**config.mk**
```make
export PLATFORM = sky130hd
export DESIGN_NAME = fetch_sequencer
export DESIGN_NICKNAME = d
export VERILOG_FILES = /design/src/rtl/fetch_seq_pkg.sv /design/src/rtl/next_pc_calc.sv /design/src/rtl/fetch_sequencer.sv
export SDC_FILE = /design/constraint.sdc
export NUM_CORES = 1
export LEC_CHECK = 0
export ABC_AREA = 1
export BUFFER_PORTS_ARGS = -buffer_cell sky130_fd_sc_hd__buf_2
export CAP_MARGIN = 10
export CORE_UTILIZATION = 50
export DETAILED_ROUTE_END_ITERATION = 6
export GPL_TIMING_DRIVEN = 0
export HOLD_SLACK_MARGIN = 0.03
export PLACE_DENSITY = 0.72
export RECOVER_POWER = 25
export SLEW_MARGIN = 20
export SYNTH_ARGS = -nofsm -noshare
export SYNTH_HDL_FRONTEND = slang
export SYNTH_HIERARCHICAL = 1
export SYNTH_SLANG_ARGS = --single-unit
```
**constraint.sdc**
```tcl
create_clock -name clock -period 6.6 [get_ports clock]
set_clock_uncertainty 0.15 [all_clocks]
set_input_delay 0.66 -clock clock [delete_from_list [all_inputs] [get_ports clock]]
set_output_delay 0.66 -clock clock [all_outputs]
set_load 0.1 [all_outputs]
```
**src/rtl/fetch_seq_pkg.sv**
```systemverilog
// Shared definitions for the fetch sequencer: FSM state encoding, reset PC and PC increment.
package fetch_seq_pkg;

  typedef enum logic [2:0] {
    S_IDLE    = 3'd0,
    S_FETCH   = 3'd1,
    S_ISSUE   = 3'd2,
    S_RESOLVE = 3'd3,
    S_ERROR   = 3'd4
  } fetch_state_e;

  localparam logic [31:0] DEFAULT_RESET_PC       = 32'h0000_0000;
  localparam logic [31:0] PC_INCR                = 32'd4;
  localparam int unsigned DEFAULT_TIMEOUT_CYCLES = 16;

endpackage

```
**src/rtl/next_pc_calc.sv**
```systemverilog
// Combinational next-PC select for a resolved instruction: jump target, taken branch, or pc+4.
module next_pc_calc
  import fetch_seq_pkg::*;
(
  input  logic [31:0] instr_pc_i,
  input  logic [31:0] instr_i,
  input  logic        branch_i,
  input  logic        zero_i,
  input  logic        jump_i,
  output logic [31:0] next_pc_o
);

  logic [31:0] pcplus4;
  logic [31:0] branch_off;
  logic [31:0] jump_target;
  logic        unused_opcode;

  assign pcplus4     = instr_pc_i + PC_INCR;
  assign branch_off  = {{14{instr_i[15]}}, instr_i[15:0], 2'b00};
  assign jump_target = {pcplus4[31:28], instr_i[25:0], 2'b00};
  // The opcode field plays no part in target selection; the datapath decodes it.
  assign unused_opcode = ^instr_i[31:26];

  always_comb begin
    // NOTE: give every combinational output a default first so no path can infer a latch.
    next_pc_o = pcplus4;
    if (jump_i) begin
      next_pc_o = jump_target;
    end else if (branch_i && zero_i) begin
      next_pc_o = pcplus4 + branch_off;
    end
  end

endmodule

```
**src/rtl/fetch_sequencer.sv**
```systemverilog
// Fetch/PC sequencer: owns the PC, fetches from imem over req/ack and issues to decode over valid/ready.
// Define FETCH_TIMEOUT_EN to add an imem ack timeout that parks the FSM in a sticky ERROR state.
module fetch_sequencer
  import fetch_seq_pkg::*;
#(
  parameter logic [31:0] RESET_PC       = DEFAULT_RESET_PC,
  parameter int unsigned TIMEOUT_CYCLES = DEFAULT_TIMEOUT_CYCLES
) (
  input  logic        clock,
  input  logic        reset,
  output logic        imem_req,
  output logic [31:0] imem_addr,
  input  logic        imem_ack,
  input  logic [31:0] imem_rdata,
  output logic        instr_valid,
  input  logic        instr_ready,
  output logic [31:0] instr_out,
  output logic [31:0] instr_pc,
  input  logic        resolve_valid,
  input  logic        branch_control,
  input  logic        alu_zero_control,
  input  logic        jump_control,
  output logic [31:0] pc,
  output logic [31:0] fetch_count,
  output logic        fetch_error
);

  fetch_state_e state_q, state_d;
  logic [31:0]  pc_q, pc_d;
  logic [31:0]  instr_q, instr_d;
  logic [31:0]  instr_pc_q, instr_pc_d;
  logic [31:0]  count_q, count_d;
  logic [31:0]  next_pc;
  logic         timeout_hit;

`ifdef FETCH_TIMEOUT_EN
  localparam int unsigned TO_W = $clog2(TIMEOUT_CYCLES + 1);
  logic [TO_W-1:0] to_cnt_q, to_cnt_d;

  // Counts completed no-ack FETCH cycles; held at zero outside FETCH so each fetch starts fresh.
  always_comb begin
    to_cnt_d = to_cnt_q;
    if (state_q != S_FETCH) begin
      to_cnt_d = '0;
    end else if (!imem_ack) begin
      to_cnt_d = to_cnt_q + 1'b1;
    end
  end

  assign timeout_hit = (state_q == S_FETCH) && (to_cnt_q == TO_W'(TIMEOUT_CYCLES - 1));

  always_ff @(posedge clock or posedge reset) begin
    if (reset) to_cnt_q <= '0;
    else       to_cnt_q <= to_cnt_d;
  end
`else
  logic unused_timeout_cfg;
  assign timeout_hit        = 1'b0;
  assign unused_timeout_cfg = ^TIMEOUT_CYCLES;
`endif

  next_pc_calc u_next_pc (
    .instr_pc_i (instr_pc_q),
    .instr_i    (instr_q),
    .branch_i   (branch_control),
    .zero_i     (alu_zero_control),
    .jump_i     (jump_control),
    .next_pc_o  (next_pc)
  );

  always_ff @(posedge clock or posedge reset) begin
    // NOTE: non-blocking assignments so every register samples pre-edge values of the others.
    if (reset) state_q <= S_IDLE;
    else       state_q <= state_d;
  end

  always_comb begin
    state_d = state_q;
    case (state_q)
      S_IDLE:    state_d = S_FETCH;
      // An ack on the last allowed cycle takes priority over the timeout.
      S_FETCH: begin
        if (imem_ack)         state_d = S_ISSUE;
        else if (timeout_hit) state_d = S_ERROR;
      end
      S_ISSUE:   if (instr_ready)   state_d = S_RESOLVE;
      S_RESOLVE: if (resolve_valid) state_d = S_FETCH;
      S_ERROR:   state_d = S_ERROR;
      default:   state_d = S_IDLE;
    endcase
  end

  always_comb begin
    imem_req    = 1'b0;
    instr_valid = 1'b0;
    fetch_error = 1'b0;
    case (state_q)
      S_FETCH: imem_req    = 1'b1;
      S_ISSUE: instr_valid = 1'b1;
`ifdef FETCH_TIMEOUT_EN
      S_ERROR: fetch_error = 1'b1;
`endif
      default: ;
    endcase
  end

  always_comb begin
    pc_d       = pc_q;
    instr_d    = instr_q;
    instr_pc_d = instr_pc_q;
    count_d    = count_q;
    case (state_q)
      S_FETCH: begin
        if (imem_ack) begin
          instr_d    = imem_rdata;
          instr_pc_d = pc_q;
        end
      end
      S_ISSUE:   if (instr_ready)   count_d = count_q + 32'd1;
      S_RESOLVE: if (resolve_valid) pc_d    = next_pc;
      default: ;
    endcase
  end

  always_ff @(posedge clock or posedge reset) begin
    if (reset) begin
      pc_q       <= RESET_PC;
      instr_q    <= '0;
      instr_pc_q <= '0;
      count_q    <= '0;
    end else begin
      pc_q       <= pc_d;
      instr_q    <= instr_d;
      instr_pc_q <= instr_pc_d;
      count_q    <= count_d;
    end
  end

  assign imem_addr   = pc_q;
  assign pc          = pc_q;
  assign instr_out   = instr_q;
  assign instr_pc    = instr_pc_q;
  assign fetch_count = count_q;

endmodule

```
# == Yosys cells after proc, flatten, opt, wreduce, memory -nomap -nowiden ==
# Index checks and enable logic that the tools add are counted.
# word_totals
latch_bits,0
elab_cells,29
n_memories,0
mem_bits_rw,0
ff_bits,131
romBits,0
inputBits,40
output_inout_bits,163
# op_classes
n_eq_ne,7
n_mul,0
n_reduce_logical,6
n_lt_le_gt_ge,0
div,0
muxes,8
n_shift,0
add_sub_neg,3
bitwise,0
# ops
cell,count
$mux 32,2
$add 32x1->32 const B,1
$add 32x3->32 const B,1
$add 32x32->32,1
$pmux 3 s5,1
$mux 3,3
$eq 3x2->1 const B,2
$ne 2x2->1 const B,3
$reduce_and 2->1,3
$eq 3x1->1 const B,1
$eq 3x3->1 const B,1
$logic_not 3->1,1
$reduce_and 3->1,1
$mux 1,2
$logic_and 1x1->1,1

# == Logic depth before layout (Yosys ltp) ==
# depth
word_depth,4
depth_mapped,23
depth_no_buf,23

# == By module ==
# The synthesis kept the hierarchy.
# by_module_without_submodules
mod,cells_each,area_each_um2,n_inst,seq_area_each_um2
fetch_sequencer,665,6010.8,1,3278.1
next_pc_calc,792,3809.9,1,0.0

# == Least setup slack after synthesis ==
# Ideal clock, no wire load.
# synth_path
kind,register -> register
startpoint,reg instr_pc_q[2] (netlist: instr_pc[2])
endpoint,reg pc_q[21] (netlist: imem_addr[21])
path_stages_with_launch,19
slack_ns,2.877
required_time_ns,6.324
n_path_buf,0
arrival_ns,3.448
period_less_slack_ns,3.723
setup_ns,0.126
path_cell_list,dfrtp_1 ha_1 inv_1 nor2_4 nand2_2 nor3_2 xor2_1 inv_1 ha_1 nand2_1 nor2_1 inv_1 nor2_1 nand4_1 nand3_1 nand2_1 nand3_1 a21oi_2 mux2_4
# synth_via
elab_chain_len,4
# synth_lines
element,line,source
start: declaration,fetch_sequencer.sv:31,"logic [31:0] instr_pc_q, instr_pc_d;"
start signal: assignment,fetch_sequencer.sv:134,instr_pc_q <= instr_pc_d;
$add 32x3->32 (*),next_pc_calc.sv:18,assign pcplus4 = instr_pc_i + PC_INCR;
$add 32x32->32,next_pc_calc.sv:30,next_pc_o = pcplus4 + branch_off;
$mux 32 (*),next_pc_calc.sv:29,end else if (branch_i && zero_i) begin
$mux 32 (*),next_pc_calc.sv:27,if (jump_i) begin
via next_pc[21],fetch_sequencer.sv:33,logic [31:0] next_pc;
end signal: assignment,fetch_sequencer.sv:132,pc_q <= pc_d;
end: declaration,fetch_sequencer.sv:29,"logic [31:0] pc_q, pc_d;"
# The timed path passes the listed nets; every way through them passes the cells marked *.
# A chain may end at the register's enable or synchronous reset.

# == Worst setup path after layout ==
# Same ends and word-level chain as after synthesis.

==> run summary <==
Setup repair after global routing left no endpoint under its margin. The die covers 20,200 sq um. The routed design could run at a clock period as short as 4.03 ns. STA classifies the critical path endpoint as a flop. The final reports fail on capacitance limit, slew limit. The number of nets in the synthesized netlist is 1,536. Measured along the y axis, the die boundary spans 142 um.

Predominant post-synthesis flop cell: sky130_fd_sc_hd__dfrtp_1. Clock-pin slew was measured on the worst setup and hold paths at 0.06 ns. After legalization and detailed placement, the total HPWL measured 25,000 um.

In this run, CTS created clock tree buffers numbering 17. Share of the yosys chip area belonging to registers: 0.334. The logs give 4.18 ns for the data arrival at the endpoint of the critical path and 1,756 for the number of nets at the end of the flow.

For the final routed database, the setup TNS stands at 0 ns. The normalized max-slew margin is -0.722, and the number of rows in the core area is 50. The global placement routability congestion was 0.977. Once the clock tree was built, the resizer swapped 0 gates to a different size.

The tools report the core area as 19,000 sq um. The worst hold path passes through 3 cells. The die is 142 um wide. The number of hold buffers added after cts came out at 0. In the layout the commonest cells are sky130_fd_sc_hd__nand2_1 (517), sky130_fd_sc_hd__buf_2 (211), sky130_fd_sc_hd__inv_1 (185).

Counting cells, the worst reg-to-reg path comes to 17. For the number of library cell types mapped by synthesis, the log shows 43. The run finished, with violations left. The number of vias after detailed routing was 10,038. The per-cell via count in the routed design is 5.15, and the number of top-level pins is 203. Final count of pins violating max slew: 56.

The tools report the buffer levels on the longest clock path as 2. After synthesis, the cell types taking the most area are sky130_fd_sc_hd__dfrtp_1 (33%), sky130_fd_sc_hd__nand2_1 (20%), sky130_fd_sc_hd__nand3_1 (7.1%). Initial antenna violation count: 2.

Of all nets on the critical path, the largest fanout is 8. The filler cells instantiated in the layout total 1,793. The tools report the kind of start point of the critical path as a flop. Buffers added to address setup during post-CTS repair amount to 0. The synthesized design spends more area on one cell type than any other, namely sky130_fd_sc_hd__dfrtp_1. CTS built an H-tree with a depth of 4.

In this run the cell area of the synthesized design comes to 9820 sq um. TritonCTS built the clock tree. From synthesis to final layout, the design area changed by 20.0%. The all-layer global routing usage came out at 0.324. The top achievable clock speed was 248 MHz. The post-synthesis async set-or-reset flop share works out to 1.00. The tools report the total wirelength of the detailed-routed design as 31,700 um. Worst hold endpoint: instr_out[3]$_DFFE_PP0P_. STA puts the critical path data required time at 6.75 ns.

The worst hold path begins at imem_rdata[3]. In this run the critical register-to-register path is launched from instr_pc[2]$_DFFE_PP0P_. The fraction of post-synthesis cell area in the top cell type by area was 0.334; the average cell area after synthesis was 6.74 sq um.

The run gives 2.57 ns as the worst setup slack for register-to-register paths. Leaving out fill and tap cells, the most frequent cell in the layout is sky130_fd_sc_hd__nand2_1. The sequential cells in the finished layout cover a total of 3280 sq um. The detailed router finished its first iteration with 851 violations. Summed over all layers, the global routing overflow is 0. The antenna diode count is 0, and the portion of the clock cycle consumed by the worst path in the final layout is 0.610. The number of detailed-route iterations in the first pass was 7; the global-route wire length before repair was 49,800 um. Yosys printed 6 warnings.

The worst register-to-register path ends at imem_addr[21]$_DFFE_PP0P_. Clock tree synthesis selected as its root buffer the cell sky130_fd_sc_hd__clkbuf_16. Counting flops with a built-in enable in the synthesized netlist gives 0. The tree built by TritonCTS fans out to 131 sinks. For the via count of the first global-routing pass, the log shows 9,381. Synthesis produced 1,457 cells.

The later pin in the worst-skew pair is clocked with a latency of 0.42 ns. The ratio of cells with drive above 1 in the final layout came out at 0.208. The tools report the number of max-capacitance violations reported as 1.

Summing all multi-input logic gate instances after layout gives 5410 sq um. In this run the worst hold path is classified as primary input to flop. The starting utilization of the core area was 0.518; the pin count of the biggest net entering global routing was 77.

In the final routed layout, each cell accounts on average for 16.3 um. The critical path is of the flop to flop type. The tools report the final count of hold timing violations as 0. The count of port buffers added during placement is 200. At the pin with the least slew margin, the transition time is 2.57 ns.

The DRC violations left was 0. The count of state elements after synthesis is 131, and the number of routed nets with antenna violations is 0. Setup violations remaining at the end of the flow were counted as 0.
==> synth_stat cells (3+ instances only) <==
cell and count:
sky130_fd_sc_hd__ha_1 38, sky130_fd_sc_hd__inv_1 186, sky130_fd_sc_hd__nand4_1 17, sky130_fd_sc_hd__nand2_2 9, sky130_fd_sc_hd__mux2_4 24, sky130_fd_sc_hd__o21ai_0 26
sky130_fd_sc_hd__buf_6 3, sky130_fd_sc_hd__xnor2_1 15, sky130_fd_sc_hd__nor2_1 137, sky130_fd_sc_hd__clkbuf_1 12, sky130_fd_sc_hd__nor3_1 14, sky130_fd_sc_hd__xor2_1 17
sky130_fd_sc_hd__a21oi_2 3, sky130_fd_sc_hd__nand2_1 517, sky130_fd_sc_hd__o21ai_1 5, sky130_fd_sc_hd__dfrtp_1 131, sky130_fd_sc_hd__nor2_4 4, sky130_fd_sc_hd__buf_4 38
sky130_fd_sc_hd__a21oi_1 49, sky130_fd_sc_hd__nor2_2 9, sky130_fd_sc_hd__and2_1 8, sky130_fd_sc_hd__or2_2 7, sky130_fd_sc_hd__o21bai_1 5, sky130_fd_sc_hd__nand3_1 140
sky130_fd_sc_hd__buf_2 11, sky130_fd_sc_hd__nand3b_1 3, sky130_fd_sc_hd__a31oi_1 7, sky130_fd_sc_hd__buf_1 3
==> through the flow <==
stage	hold slack, ns	area, sq um	setup WS, ns	std cells	util
2_1_floorplan	0.281	9820	2.29	1457	-
3_3_place_gp	0.301	11100	0.743	1917	0.588
3_5_place_dp	0.305	11200	2.70	1918	0.590
4_1_cts	0.109	11800	2.68	1949	0.622
5_1_grt	0.315	11800	2.45	1949	0.622
6_report	0.314	11800	2.57	1949	0.622
==> layout make-up <==
| cell class | instances | share of cell area |
|---|---|---|
| Multi-Input combinational cell | 1071 | 0.459 |
| Sequential cell | 131 | 0.278 |
| Timing Repair Buffer | 201 | 0.0873 |
| Inverter | 188 | 0.0600 |
| Buffer | 67 | 0.0365 |
| Clock buffer | 17 | 0.0361 |
| Tap cell | 260 | 0.0276 |
| Clock inverter | 14 | 0.0153 |
==> how the worst max path moves through the flow <==
stage / cells past startpoint / start / endpoint
6_report: 17 / instr_pc[2]$_DFFE_PP0P_ / imem_addr[21]$_DFFE_PP0P_
5_1_grt: 17 / instr_pc[2]$_DFFE_PP0P_ / imem_addr[22]$_DFFE_PP0P_
4_1_cts: 17 / instr_pc[2]$_DFFE_PP0P_ / imem_addr[22]$_DFFE_PP0P_
3_5_place_dp: 17 / instr_pc[2]$_DFFE_PP0P_ / imem_addr[22]$_DFFE_PP0P_
3_3_place_gp: 2 / reset / instr_pc[29]$_DFFE_PP0P_
2_1_floorplan: 1 / reset / fetch_count[0]$_DFFE_PP0P_
==> sequential cells by signal (all words and copies together) (netlist names) <==
name / cells
instr_pc: 32
state_q: 3
fetch_count: 32
imem_addr: 32
instr_out: 32
==> critical path: stages (launching register included) <==
cell,delay (ns)
sky130_fd_sc_hd__dfrtp_1,0.60
sky130_fd_sc_hd__ha_1,0.33
sky130_fd_sc_hd__inv_1,0.09
sky130_fd_sc_hd__nor3_2,0.41
sky130_fd_sc_hd__nand3_1,0.15
sky130_fd_sc_hd__xor2_1,0.24
sky130_fd_sc_hd__inv_1,0.08
sky130_fd_sc_hd__ha_1,0.36
sky130_fd_sc_hd__nand2_1,0.12
sky130_fd_sc_hd__nor2_1,0.20
sky130_fd_sc_hd__inv_1,0.06
sky130_fd_sc_hd__nor2_1,0.20
sky130_fd_sc_hd__nand4_1,0.23
sky130_fd_sc_hd__nand3_1,0.14
sky130_fd_sc_hd__nand2_1,0.06
sky130_fd_sc_hd__nand3_1,0.14
sky130_fd_sc_hd__a21oi_2,0.08
sky130_fd_sc_hd__mux2_4,0.27
==> kinds of logic after synthesis <==
logic type,synth area share
AND/OR/NAND/NOR,0.375
multiplexers,0.0367
flip-flops,0.334
XOR/XNOR,0.0319
buffers and inverters,0.116
adder cells (fa/ha/maj),0.0505
AO/OA/AOI/OAI,0.0558
other,0.000382
==> per-layer routing <==
metal / global-route usage / part of all wire / vias up
met4: 0.0985 / 0.024 / 0
met5: 0 / 0 / -
met2: 0.537 / 0.48 / 355
li1: - / - / 4992
met1: 0.426 / 0.43 / 4639
met3: 0.0633 / 0.067 / 52
Power is left out: the tool's default activity adds up to more than one toggle a clock period on the data nets, which glitch-free logic cannot reach.
